### src/rtl/riscv_csr_dbg_master_if.sv
// Debug-unit request/response bundle for the CSR debug master.
// The debug unit is the master side; the CSR debug master is the slave.
interface riscv_csr_dbg_master_if;
    logic        dbg_req_i;
    logic        dbg_we_i;
    logic        dbg_burst_i;
    logic [11:0] dbg_addr_i;
    logic [31:0] dbg_wdata_i;
    logic        dbg_gnt_o;
    logic        dbg_rvalid_o;
    logic [31:0] dbg_rdata_o;
    logic        dbg_last_o;
    logic        dbg_busy_o;

    modport master (
        output dbg_req_i, dbg_we_i, dbg_burst_i,
        output dbg_addr_i, dbg_wdata_i,
        input  dbg_gnt_o, dbg_rvalid_o, dbg_rdata_o,
        input  dbg_last_o, dbg_busy_o
    );

    modport slave (
        input  dbg_req_i, dbg_we_i, dbg_burst_i,
        input  dbg_addr_i, dbg_wdata_i,
        output dbg_gnt_o, dbg_rvalid_o, dbg_rdata_o,
        output dbg_last_o, dbg_busy_o
    );
endinterface

### src/rtl/riscv_csr_dbg_master.sv
// Debug-side initiator on the CSR port: single reads/writes and PCCR burst
// reads, yielding every cycle to core CSR traffic.
module riscv_csr_dbg_master #(
    parameter int N_PCCR     = 11,
    parameter int STARVE_LIM = 16
) (
    input  logic                         clk,
    input  logic                         rst_n,
    riscv_csr_dbg_master_if.slave        dbg,
    input  logic                         core_csr_access_i,
    input  logic [11:0]                  core_csr_addr_i,
    input  logic [31:0]                  core_csr_wdata_i,
    input  logic [1:0]                   core_csr_op_i,
    output logic                         csr_access_o,
    output logic [11:0]                  csr_addr_o,
    output logic [31:0]                  csr_wdata_o,
    output logic [1:0]                   csr_op_o,
    input  logic [31:0]                  csr_rdata_i,
    output logic                         stall_req_o
);

    typedef enum logic [1:0] {
        IDLE,
        ISSUE,
        BURST
    } state_e;

    localparam logic [1:0]  OP_NONE   = 2'b00;
    localparam logic [1:0]  OP_WRITE  = 2'b01;
    localparam logic [11:0] PCCR_BASE = 12'h780;
    localparam logic [4:0]  IDX_LAST  = 5'(N_PCCR - 1);
    localparam logic [7:0]  LIM       = 8'(STARVE_LIM);

    state_e      state_q, state_d;
    logic        we_q, we_d;
    logic [11:0] addr_q, addr_d;
    logic [31:0] wdata_q, wdata_d;
    logic [4:0]  idx_q, idx_d;
    logic [7:0]  cnt_q, cnt_d;
    logic        rvalid_q, rvalid_d;
    logic        last_q, last_d;
    logic [31:0] rdata_q, rdata_d;
    logic        gnt;
    logic        blocked;
    logic [7:0]  cnt_inc;

    // The core owns the port whenever it asks for it.
    assign blocked = core_csr_access_i;
    assign cnt_inc = (cnt_q == LIM) ? cnt_q : cnt_q + 8'd1;

    always_comb begin
        state_d  = state_q;
        we_d     = we_q;
        addr_d   = addr_q;
        wdata_d  = wdata_q;
        idx_d    = idx_q;
        cnt_d    = cnt_q;
        rvalid_d = 1'b0;
        last_d   = 1'b0;
        rdata_d  = rdata_q;
        gnt      = 1'b0;
        unique case (state_q)
            IDLE: begin
                gnt   = dbg.dbg_req_i;
                cnt_d = '0;
                if (dbg.dbg_req_i) begin
                    we_d    = dbg.dbg_we_i;
                    addr_d  = dbg.dbg_addr_i;
                    wdata_d = dbg.dbg_wdata_i;
                    idx_d   = '0;
                    state_d = dbg.dbg_burst_i ? BURST : ISSUE;
                end
            end
            ISSUE: begin
                if (blocked) begin
                    cnt_d = cnt_inc;
                end else begin
                    rdata_d  = csr_rdata_i;
                    rvalid_d = 1'b1;
                    last_d   = 1'b1;
                    cnt_d    = '0;
                    state_d  = IDLE;
                end
            end
            BURST: begin
                if (blocked) begin
                    cnt_d = cnt_inc;
                end else begin
                    rdata_d  = csr_rdata_i;
                    rvalid_d = 1'b1;
                    cnt_d    = '0;
                    if (idx_q == IDX_LAST) begin
                        last_d  = 1'b1;
                        state_d = IDLE;
                    end else begin
                        idx_d = idx_q + 5'd1;
                    end
                end
            end
            default: state_d = IDLE;
        endcase
    end

    always_comb begin
        csr_access_o = 1'b0;
        csr_addr_o   = '0;
        csr_wdata_o  = '0;
        csr_op_o     = OP_NONE;
        if (blocked) begin
            csr_access_o = 1'b1;
            csr_addr_o   = core_csr_addr_i;
            csr_wdata_o  = core_csr_wdata_i;
            csr_op_o     = core_csr_op_i;
        end else if (state_q == ISSUE) begin
            csr_access_o = 1'b1;
            csr_addr_o   = addr_q;
            csr_wdata_o  = wdata_q;
            csr_op_o     = we_q ? OP_WRITE : OP_NONE;
        end else if (state_q == BURST) begin
            csr_access_o = 1'b1;
            csr_addr_o   = PCCR_BASE + {7'd0, idx_q};
            csr_wdata_o  = wdata_q;
        end
    end

    always_ff @(posedge clk or negedge rst_n) begin
        if (!rst_n) begin
            state_q  <= IDLE;
            we_q     <= 1'b0;
            addr_q   <= '0;
            wdata_q  <= '0;
            idx_q    <= '0;
            cnt_q    <= '0;
            rvalid_q <= 1'b0;
            last_q   <= 1'b0;
            rdata_q  <= '0;
        end else begin
            state_q  <= state_d;
            we_q     <= we_d;
            addr_q   <= addr_d;
            wdata_q  <= wdata_d;
            idx_q    <= idx_d;
            cnt_q    <= cnt_d;
            rvalid_q <= rvalid_d;
            last_q   <= last_d;
            rdata_q  <= rdata_d;
        end
    end

    assign dbg.dbg_gnt_o    = gnt;
    assign dbg.dbg_rvalid_o = rvalid_q;
    assign dbg.dbg_rdata_o  = rdata_q;
    assign dbg.dbg_last_o   = last_q;
    assign dbg.dbg_busy_o   = (state_q != IDLE) | rvalid_q;
    assign stall_req_o      = (cnt_q == LIM) & (state_q != IDLE);

endmodule
### src/flat_wrapper.sv
// flat-port wrapper written by rule: the top's interface ports become plain ports
module riscv_csr_dbg_master_flat 
#(
    parameter int N_PCCR     = 11,
    parameter int STARVE_LIM = 16
)
  (clk, rst_n, core_csr_access_i, core_csr_addr_i, core_csr_wdata_i, core_csr_op_i, csr_access_o, csr_addr_o, csr_wdata_o, csr_op_o, csr_rdata_i, stall_req_o, dbg_dbg_req_i, dbg_dbg_we_i, dbg_dbg_burst_i, dbg_dbg_addr_i, dbg_dbg_wdata_i, dbg_dbg_gnt_o, dbg_dbg_rvalid_o, dbg_dbg_rdata_o, dbg_dbg_last_o, dbg_dbg_busy_o);
  riscv_csr_dbg_master_if dbg_i ();
  input  logic clk;
  input  logic rst_n;
  input  logic core_csr_access_i;
  input  logic [11:0] core_csr_addr_i;
  input  logic [31:0] core_csr_wdata_i;
  input  logic [1:0] core_csr_op_i;
  output logic csr_access_o;
  output logic [11:0] csr_addr_o;
  output logic [31:0] csr_wdata_o;
  output logic [1:0] csr_op_o;
  input  logic [31:0] csr_rdata_i;
  output logic stall_req_o;
  input wire logic [$bits(dbg_i.dbg_req_i)-1:0] dbg_dbg_req_i;
  input wire logic [$bits(dbg_i.dbg_we_i)-1:0] dbg_dbg_we_i;
  input wire logic [$bits(dbg_i.dbg_burst_i)-1:0] dbg_dbg_burst_i;
  input wire logic [$bits(dbg_i.dbg_addr_i)-1:0] dbg_dbg_addr_i;
  input wire logic [$bits(dbg_i.dbg_wdata_i)-1:0] dbg_dbg_wdata_i;
  output wire logic [$bits(dbg_i.dbg_gnt_o)-1:0] dbg_dbg_gnt_o;
  output wire logic [$bits(dbg_i.dbg_rvalid_o)-1:0] dbg_dbg_rvalid_o;
  output wire logic [$bits(dbg_i.dbg_rdata_o)-1:0] dbg_dbg_rdata_o;
  output wire logic [$bits(dbg_i.dbg_last_o)-1:0] dbg_dbg_last_o;
  output wire logic [$bits(dbg_i.dbg_busy_o)-1:0] dbg_dbg_busy_o;
  assign dbg_i.dbg_req_i = dbg_dbg_req_i;
  assign dbg_i.dbg_we_i = dbg_dbg_we_i;
  assign dbg_i.dbg_burst_i = dbg_dbg_burst_i;
  assign dbg_i.dbg_addr_i = dbg_dbg_addr_i;
  assign dbg_i.dbg_wdata_i = dbg_dbg_wdata_i;
  assign dbg_dbg_gnt_o = dbg_i.dbg_gnt_o;
  assign dbg_dbg_rvalid_o = dbg_i.dbg_rvalid_o;
  assign dbg_dbg_rdata_o = dbg_i.dbg_rdata_o;
  assign dbg_dbg_last_o = dbg_i.dbg_last_o;
  assign dbg_dbg_busy_o = dbg_i.dbg_busy_o;
  riscv_csr_dbg_master #(.N_PCCR(N_PCCR), .STARVE_LIM(STARVE_LIM)) u_core (.clk(clk), .rst_n(rst_n), .dbg(dbg_i), .core_csr_access_i(core_csr_access_i), .core_csr_addr_i(core_csr_addr_i), .core_csr_wdata_i(core_csr_wdata_i), .core_csr_op_i(core_csr_op_i), .csr_access_o(csr_access_o), .csr_addr_o(csr_addr_o), .csr_wdata_o(csr_wdata_o), .csr_op_o(csr_op_o), .csr_rdata_i(csr_rdata_i), .stall_req_o(stall_req_o));
endmodule
### config.mk
export PLATFORM = sky130hd
export DESIGN_NAME = riscv_csr_dbg_master_flat
export DESIGN_NICKNAME = d
export VERILOG_FILES = /design/src/rtl/riscv_csr_dbg_master_if.sv /design/src/rtl/riscv_csr_dbg_master.sv /design/src/flat_wrapper.sv
export SDC_FILE = /design/constraint.sdc
export NUM_CORES = 1
export LEC_CHECK = 0
export ABC_AREA = 1
export BUFFER_PORTS_ARGS = -buffer_cell sky130_fd_sc_hd__buf_2
export CAP_MARGIN = 20
export CORE_MARGIN = 2
export CORE_UTILIZATION = 40
export CTS_BUF_LIST = sky130_fd_sc_hd__clkbuf_4 sky130_fd_sc_hd__clkbuf_8
export CTS_CLUSTER_SIZE = 28
export DETAILED_ROUTE_END_ITERATION = 16
export MAX_ROUTING_LAYER = met4
export PLACE_DENSITY = 0.66
export SYNTH_ARGS = -nofsm -noshare
export SYNTH_HDL_FRONTEND = slang
export SYNTH_SLANG_ARGS = --single-unit
### constraint.sdc
create_clock -name clk -period 2.3 [get_ports clk]
set_input_delay 0.46 -clock clk [delete_from_list [all_inputs] [get_ports clk]]
set_output_delay 0.46 -clock clk [all_outputs]
set_load 0.05 [all_outputs]
==> flow_metrics.tcl <==
set metrics [dict create \
    status "finished, final reports clean" \
    fin_crit_sh_pct 97.2 \
    cp.depth 6 \
    cts_made_buffers 9 \
    cts.sinks 94 \
    rsz0062_at_grt "false" \
    clk-insertion-delay-late_ps 360 \
    n_fill_cell 1117 \
    avgSynthCellArea_um2 7.38 \
    maxClockFrequency_mhz 447 \
    slowest_delay_ps 410 \
    synth_nets 773 \
    row_count 39 \
    crit_path_end_kind "output port" \
    vias 4759 \
    coreArea_um2 11400 \
    worst_slew_pin_slew_ps 565 \
    dpl_cell_area_um2 5920 \
    dp_hpwl_mm 9.80 \
    yosys.area.top_type "dfrtp_1" \
    routedWlPerCell_um 13.7 \
    cts_tree "built" \
    slew_headroom_pct 62.3 \
    start_util_pct 41.1 \
    routed_wirelength_mm 13.7 \
    drtPass1Iterations 4 \
    cts.reportedPaths.clkPinSlew_ps 90 \
    portBuffers 211 \
    dp_slack_ps 171 \
    worst_path_dominant_cell_family "buffers and inverters" \
    ff_latch_area_um2 2350 \
    grt_max_degree 54 \
    die_area_um2 12600 \
    worst_clock_skew_ps 9.09 \
    ys_seq_elements 94 \
    power-per-cell-area_nw_per_um2 1310 \
    ys_types 29 \
    holdBufCountCts 0 \
    instances_no_fill 997 \
    clock_path_buffers 2 \
    finalNetCount 983 \
    cts.root.buffer_cell "clkbuf_8" \
    r2r_setup_slack_ps 530 \
    crit_chain "buf_4 -> ha_4 -> nor2_4 -> clkbuf_16 -> o21ai_0 -> buf_4" \
    final_hold_viol_count 0 \
    hold_path_class "input pin to asynchronous set/reset pin" \
    antenna_found_initial 2 \
    r2r_cells 7 \
    worst_path_most_repeated_cell "buf_4" \
    final_common_cell "nand2_1" \
    final_area_um2 6320 \
    syn_inst 637 \
    timing.final.max_slew_violations 0 \
    routabilityCongestion 0.854 \
    path_buf_inv 3 \
    layout_min_cycle_time_ps 2230 \
    ys_seq_area_share_pct 50.1 \
    leakage_nw 3.56 \
    h-tree-depth 3 \
    worstPathRequired_ps 1840 \
    crit_type "flop to output port" \
    crit_slowest_cell "dfrtp_1" \
    yosysWarnings 0 \
    grt_usage_pct 22.2 \
    synth_top_cell_area_share_pct 50.1 \
    route.detailed.drc 0 \
    via_per_inst 4.77 \
    drtAntennaViolNets 0 \
    arrival_ps 1770 \
    start_kind "flop" \
    multi_input_area_um2 2150 \
    setup_tns_ps 0 \
    die_x_um 112 \
    dp.cells 973 \
    grt_pass1_wl_mm 22.1 \
    syn2layout_area_growth_pct 34.6 \
    setup_viol 0 \
    die_h_um 112 \
    drtIter0Drc 310 \
    crit_path_end "csr_wdata_o[13]" \
    critPathLaunch "u_core.state_q[1]$_DFFE_PN0P_" \
    netlist_area_um2 4700 \
    critPathMaxFanout 16 \
    worstReg2RegEnd "u_core.dbg.dbg_rdata_o[25]$_DFFE_PN0P_" \
    mostFrequentLayoutCells "366 x nand2_1, 171 x buf_2, 93 x dfrtp_1, 54 x buf_4, 30 x o21ai_0" \
    fin_ws_ps 65.0 \
    drive_gt1_share_pct 31.9 \
    synth.area.top_cells "dfrtp_1 50%, nand2_1 29%, o21ai_0 4.2%, ha_1 2.1%, nand3_1 2.1%" \
    grt_pass1_vias 4703 \
    maxCapViolations 0 \
    io_pins 212 \
    grt_overflow_total 0 \
    ir_drop_mv 0.848 \
    r2r_start "u_core.state_q[0]$_DFFE_PN0P_" \
]
Yosys cell counts:
library cell and instances:
nor2_1 19, nor2_2 2, clkbuf_2 3, a211oi_1 1, o21ai_0 39, or2_1 1, o211ai_1 4, nand3_1 20
buf_6 2, inv_2 4, o21ai_1 1, buf_2 16, or2_2 2, nand2_2 1, o21ai_2 4, ha_1 8
o2111ai_1 2, buf_1 2, a21oi_2 1, dfrtp_1 94, inv_1 21, nor3_1 1, nand4_1 9, xor2_1 2
clkbuf_1 8, nand2_1 367, o21ai_4 1, xnor2_1 1, a21o_1 1
power by group:
part / internal, mW / switching [mW]
sequential: 2.35 / 0.424
clock: 0.452 / 0.585
combinational: 1.26 / 3.23
sequential cells by signal, summed over array words and instances (netlist names):
| register | flops |
|---|---|
| u_core.dbg.dbg_last_o | 1 |
| u_core.idx_q | 5 |
| u_core.dbg.dbg_rdata_o | 32 |
| u_core.dbg.dbg_rvalid_o | 1 |
| u_core.wdata_q | 32 |
| u_core.cnt_q | 8 |
| u_core.state_q | 2 |
| u_core.we_q | 1 |
| u_core.addr_q | 12 |
worst min path at each step:
stage / start / endpoint / slack (ps) / cells past startpoint
floorplan: rst_n / u_core.addr_q[0]$_DFFE_PN0P_ / 160 / 0
global placement: u_core.dbg.dbg_rdata_o[11]$_DFFE_PN0P_ / u_core.dbg.dbg_rdata_o[11]$_DFFE_PN0P_ / 450 / 2
detailed placement: u_core.dbg.dbg_rdata_o[17]$_DFFE_PN0P_ / u_core.dbg.dbg_rdata_o[17]$_DFFE_PN0P_ / 460 / 2
CTS: rst_n / u_core.idx_q[2]$_DFFE_PN0P_ / 70 / 1
global route: rst_n / u_core.wdata_q[21]$_DFFE_PN0P_ / 80 / 1
finish: rst_n / u_core.wdata_q[21]$_DFFE_PN0P_ / 60 / 1
routing by layer:
layer  track usage (%)  vias up  part of all wire [%]
li1                  -     2396                     -
met1              28.4     2163                    44
met2              36.1      181                    48
met3              4.43       19                   6.7
met4              6.42        0                   1.6
met5                 -        -                     0
kinds of logic after synthesis:
family	Yosys count	synth area share, %
AOI/OAI and AO/OA	54	6.87
xor gates and xnor gates	3	0.559
adders and majority gates	8	2.13
buffers and inverters	56	5.30
DFF	94	50.1
and+or+nand+nor	422	35.1
layout make-up:
class                      count  share of cell area (%)
antenna                        2                  0.0791
sequential                    94                    37.2
tap                          143                    2.83
inverter                      25                    1.48
timing repair buffer         230                    21.5
multi-input combinational    487                    34.0
clock buffer                  12                    2.41
clock inverter                 4                   0.495
repair_timing:
item,in CTS,in global routing
pin swaps,0,3
resized for setup,48,10
setup buffers,3,2
setup endpoints to repair,40,41
gates cloned,0,1
per-stage QoR:
| stage | hold slack [ps] | total power [mW] | util [%] |
|---|---|---|---|
| detailed placement | 457 | 6.99 | 51.9 |
| finish | 57.5 | 8.30 | 55.4 |
| global placement | 451 | 6.90 | 51.9 |
| floorplan | 164 | 5.82 | - |
| global route | 82.9 | 8.88 | 55.4 |
| CTS | 69.6 | 8.23 | 54.9 |
No activity file was read; power rests on OpenSTA's default activity.
